[src/rtl/input_debouncer.sv]
// ============================================================================
//  Module      : input_debouncer
//  Description : Synchronises a bouncy asynchronous input into clk and turns
//                it into a clean, registered level. A change is accepted only
//                after DEBOUNCE_CYCLES consecutive synchronised samples at the
//                new level.
//  Revision    : 1.0 - initial release
// ============================================================================
`default_nettype none

module input_debouncer #(
    parameter int SYNC_STAGES     = 2,
    parameter int DEBOUNCE_CYCLES = 4
) (
    input  logic clk,
    input  logic reset,     // asynchronous, active-low
    input  logic raw_in,
    output logic in_edge,
    output logic busy
);

    // Counter width is derived from the qualification length.
    localparam int CNT_W = $clog2(DEBOUNCE_CYCLES + 1);

    localparam logic [CNT_W-1:0] CNT_ZERO = '0;
    localparam logic [CNT_W-1:0] CNT_ONE  = CNT_W'(1);
    localparam logic [CNT_W-1:0] CNT_LAST = CNT_W'(DEBOUNCE_CYCLES - 1);

    localparam logic [1:0] ST_STABLE_LO = 2'd0;
    localparam logic [1:0] ST_CHECK_HI  = 2'd1;
    localparam logic [1:0] ST_STABLE_HI = 2'd2;
    localparam logic [1:0] ST_CHECK_LO  = 2'd3;

    logic [SYNC_STAGES-1:0] sync_q;
    logic                   sync_s;

    logic [1:0]       state_q, state_d;
    logic [CNT_W-1:0] cnt_q,   cnt_d;
    logic             in_edge_q, in_edge_d;

    // Synchroniser chain: raw_in enters bit 0, the MSB is the only copy the
    // FSM is allowed to look at.
    always_ff @(posedge clk or negedge reset) begin
        if (!reset) begin
            sync_q <= '0;
        end else begin
            sync_q <= {sync_q[SYNC_STAGES-2:0], raw_in};
        end
    end

    assign sync_s = sync_q[SYNC_STAGES-1];

    // State register: FSM state, qualification counter and the output level.
    always_ff @(posedge clk or negedge reset) begin
        if (!reset) begin
            state_q   <= ST_STABLE_LO;
            cnt_q     <= CNT_ZERO;
            in_edge_q <= 1'b0;
        end else begin
            state_q   <= state_d;
            cnt_q     <= cnt_d;
            in_edge_q <= in_edge_d;
        end
    end

    // Next-state logic: a candidate change must survive DEBOUNCE_CYCLES
    // consecutive samples; any sample back at the old level restarts it.
    always_comb begin
        state_d   = state_q;
        cnt_d     = cnt_q;
        in_edge_d = in_edge_q;
        case (state_q)
            ST_STABLE_LO: begin
                if (sync_s) begin
                    state_d = ST_CHECK_HI;
                    cnt_d   = CNT_ONE;
                end else begin
                    cnt_d   = CNT_ZERO;
                end
            end
            ST_CHECK_HI: begin
                if (!sync_s) begin
                    state_d = ST_STABLE_LO;
                    cnt_d   = CNT_ZERO;
                end else if (cnt_q == CNT_LAST) begin
                    state_d   = ST_STABLE_HI;
                    in_edge_d = 1'b1;
                    cnt_d     = CNT_ZERO;
                end else begin
                    cnt_d   = cnt_q + CNT_ONE;
                end
            end
            ST_STABLE_HI: begin
                if (!sync_s) begin
                    state_d = ST_CHECK_LO;
                    cnt_d   = CNT_ONE;
                end else begin
                    cnt_d   = CNT_ZERO;
                end
            end
            ST_CHECK_LO: begin
                if (sync_s) begin
                    state_d = ST_STABLE_HI;
                    cnt_d   = CNT_ZERO;
                end else if (cnt_q == CNT_LAST) begin
                    state_d   = ST_STABLE_LO;
                    in_edge_d = 1'b0;
                    cnt_d     = CNT_ZERO;
                end else begin
                    cnt_d   = cnt_q + CNT_ONE;
                end
            end
            default: begin
                state_d   = ST_STABLE_LO;
                cnt_d     = CNT_ZERO;
                in_edge_d = 1'b0;
            end
        endcase
    end

    // Output decode: busy comes only from registered state, so it cannot glitch.
    always_comb begin
        busy    = (state_q == ST_CHECK_HI) || (state_q == ST_CHECK_LO);
        in_edge = in_edge_q;
    end

endmodule

`default_nettype wire

[config.mk]
export PLATFORM = sky130hd
export DESIGN_NAME = input_debouncer
export DESIGN_NICKNAME = d
export VERILOG_FILES = /design/src/rtl/input_debouncer.sv
export SDC_FILE = /design/constraint.sdc
export NUM_CORES = 1
export LEC_CHECK = 0
export ABC_AREA = 1
export CAP_MARGIN = 20
export CORE_MARGIN = 5
export CORE_UTILIZATION = 25
export CTS_BUF_LIST = sky130_fd_sc_hd__clkbuf_8
export DETAILED_ROUTE_END_ITERATION = 10
export PLACE_DENSITY = 0.45
export SETUP_SLACK_MARGIN = 0.1
export SYNTH_ARGS = -nofsm -noshare
export SYNTH_HDL_FRONTEND = slang
export SYNTH_SLANG_ARGS = --single-unit
[constraint.sdc]
create_clock -name clk -period 3.1 [get_ports clk]
set_clock_uncertainty 0.05 [all_clocks]
set_input_delay 0.62 -clock clk [delete_from_list [all_inputs] [get_ports clk]]
set_output_delay 0.62 -clock clk [all_outputs]
set_load 0.02 [all_outputs]
==> results.sh <==
export IMPL_synthesis_nets=39
export IMPL_final_core_occ_pct=33.1
export IMPL_cts_hold_repair_buffers=0
export IMPL_routed_wl_um=493
export IMPL_io_buffers=4
export IMPL_detailedRoute_firstPassIterationCount=4
export IMPL_numClockSinks=8
export IMPL_dpl_cell_count=53
export IMPL_timing_critical_path_arrival_ns=1.23
export IMPL_post_cts_setup_buffer_count=0
export IMPL_critical_path_slowest_cell="clkdlybuf4s50_1"
export IMPL_grt_pass1_vias=223
export IMPL_max_freq_mhz=525
export IMPL_worst_setup_hold_path_clk_slew_ns=0.04
export IMPL_most_frequent_standard_cell_in_the_layout_excluding_fill_and_tap_cells="nand2_1"
export IMPL_p_sw_share_pct=29.3
export IMPL_layout_drive_gt1_share_pct=14.6
export IMPL_antenna_left=0
export IMPL_ys_ff_latch=8
export IMPL_critPathMaxFanout=4
export IMPL_postCtsResizedCells=0
export IMPL_ioPinCount=5
export IMPL_synthesized_netlist_cell_count=35
export IMPL_finalCriticalPeriod_ns=1.90
export IMPL_path_buf_inv=1
export IMPL_detailedRoute_firstIterationViolations=5
export IMPL_gr_total_overflow=0
export IMPL_sequential_cell_area_um2=200
export IMPL_synth_top_area_share_pct=61.8
export IMPL_wl_per_cell_um=8.80
export IMPL_routed_via_count=222
export IMPL_hold_path_startpoint="sync_q[0]"
export IMPL_timing_hold_worst_endpoint="sync_q[1]"
export IMPL_criticalPathCategory="reg2out"
export IMPL_endpoint_kind="output port"
export IMPL_clock_path_buffers=2
export IMPL_nFillCells=142
export IMPL_die_area_um2=2120
export IMPL_grt_usage_pct=5.31
export IMPL_synth_yosys_seq_area_share_pct=61.8
export IMPL_timing_max_slew_rel_slack_pct=76.0
export IMPL_tritoncts_num_buffers=3
export IMPL_rr_startpoint="cnt_q[0]"
export IMPL_grt_antenna_before_repair=0
export IMPL_required_ns=2.43
export IMPL_cpPeakStageDelay_ns=0.62
export IMPL_crit_family="buffers and inverters"
export IMPL_drcViolationCount=0
export IMPL_fin_hold_ws_ns=0.298
export IMPL_layout_cells_most_common_list="nand2_1, dfrtp_1, inv_1"
export IMPL_p_leak_nw=0.210
export IMPL_status="finished, final reports clean"
export IMPL_pwr_density_cell_nw_per_um2=868
export IMPL_cts_htree_levels=1
export IMPL_initial_utilization_pct=25.5
export IMPL_avgViaCountPerCell=3.96
export IMPL_synthesis_area_per_instance_um2=9.26
export IMPL_r2r_cells=6
export IMPL_maxCapViolCount=0
export IMPL_post_synth_instance_area_um2=324
export IMPL_finalSetupTns_ns=0
export IMPL_fin_crit_sh_pct=61.4
export IMPL_die_height_um=46.0
export IMPL_clockRootBuffer="clkbuf_8"
export IMPL_grt_first_pass_wirelength_um=765
export IMPL_hold_depth=0
export IMPL_setup_viol=0
export IMPL_tritoncts="yes"
export IMPL_die_width_um=46.0
export IMPL_multi_input_comb_area_um2=97.6
export IMPL_pwr_share_seq_pct=41.0
export IMPL_synth_top_cell_by_area="dfrtp_1"
export IMPL_worst_r2r_setup_slack_ns=1.99
export IMPL_vdd_ir_drop_worst_mv=0.316
export IMPL_areaGrowthSynthToFinish_pct=29.7
export IMPL_clkLatencyLatePin_ns=0.22
export IMPL_power_frac_comb_pct=26.9
export IMPL_timing_final_hold_violations=0
export IMPL_final_net_count=47
export IMPL_grt_setup_unrepaired="false"
export IMPL_layoutNonFillerInstCount=56
export IMPL_diodes=0
export IMPL_critical_path_cell_chain="clkdlybuf4s50_1"
export IMPL_internal_power_w=0.000258
export IMPL_routabilityCongestion=0.760
export IMPL_p_clk_share_pct=32.1
export IMPL_startpoint_type="register"
export IMPL_regToRegEndpoint="in_edge"
export IMPL_warning_count_from_the_yosys_run=0
export IMPL_min_path_type="reg2reg"
export IMPL_core_region_area_um2=1270
export IMPL_synth_cell_types=12
export IMPL_synth_top_cells_by_area="dfrtp_1, nand2_1, inv_1"
export IMPL_core_rowCount=13
export IMPL_finalPower_w=0.000365
export IMPL_final_max_slew_viol_count=0
export IMPL_grt_max_degree=9
export IMPL_timing_worst_slew_pin_value_ns=0.359
export IMPL_switchingPower_w=0.000107
## stage by stage
stage	setup slack (ns)	instance area (µm²)
floorplan	1.84	324
global placement	1.44	379
detailed placement	1.42	379
CTS	1.18	420
global route	1.15	420
finish	1.20	420
## cells by family (layout without fill, tap and decap cells)
| family | after synthesis | after routing | share of synthesized area [%] |
|---|---|---|---|
| buffers and inverters | 7 | 13 | 8.11 |
| adders and majority gates | 1 | 1 | 3.86 |
| DFF | 8 | 8 | 61.8 |
| AOI/OAI and AO/OA | 1 | 1 | 1.54 |
| and+or+nand+nor | 18 | 18 | 24.7 |
## Yosys cell counts (all sizes together)
| library cell | instances |
|---|---|
| nand2 | 11 |
| dfrtp | 8 |
| inv | 6 |
| nor2 | 4 |
| clkbuf | 1 |
| ha | 1 |
| nand3 | 1 |
| nor3 | 1 |
| o21ai | 1 |
| or2 | 1 |
## worst max-delay path by stage
stage | slack [ns] | endpoint | cells past startpoint | from
finish | 1.20 | busy | 1 | state_q[0]
global placement | 1.44 | busy | 1 | state_q[0]
CTS | 1.18 | busy | 1 | state_q[0]
global route | 1.15 | busy | 1 | state_q[0]
floorplan | 1.84 | busy | 1 | state_q[0]
detailed placement | 1.42 | busy | 1 | state_q[0]
## layer usage
metal	global-route usage, %	part of all wire (%)	vias up
li1	-	-	116
met1	5.30	43	100
met2	8.79	49	6
met3	2.37	7.5	0
met4	3.41	0	0
met5	0	0	-
## power groups by stage
| stage | Clock (W) | Sequential (W) | Combinational, W |
|---|---|---|---|
| CTS | 0.000122 | 0.000150 | 0.000100 |
| detailed placement | 0 | 0.000151 | 0.000100 |
| floorplan | 0 | 0.000155 | 0.0000585 |
| global route | 0.000127 | 0.000151 | 0.000110 |
| finish | 0.000117 | 0.000150 | 0.0000981 |
| global placement | 0 | 0.000149 | 0.0000957 |
## final cells by class
type                            count  area share, %
Sequential cell                     8           47.6
Inverter                            6           5.36
Multi-Input combinational cell     20           23.2
Tap cell                           15           4.46
Clock buffer                        3           9.82
Timing Repair Buffer                4           9.52
Power figures use the tool's default switching activity.
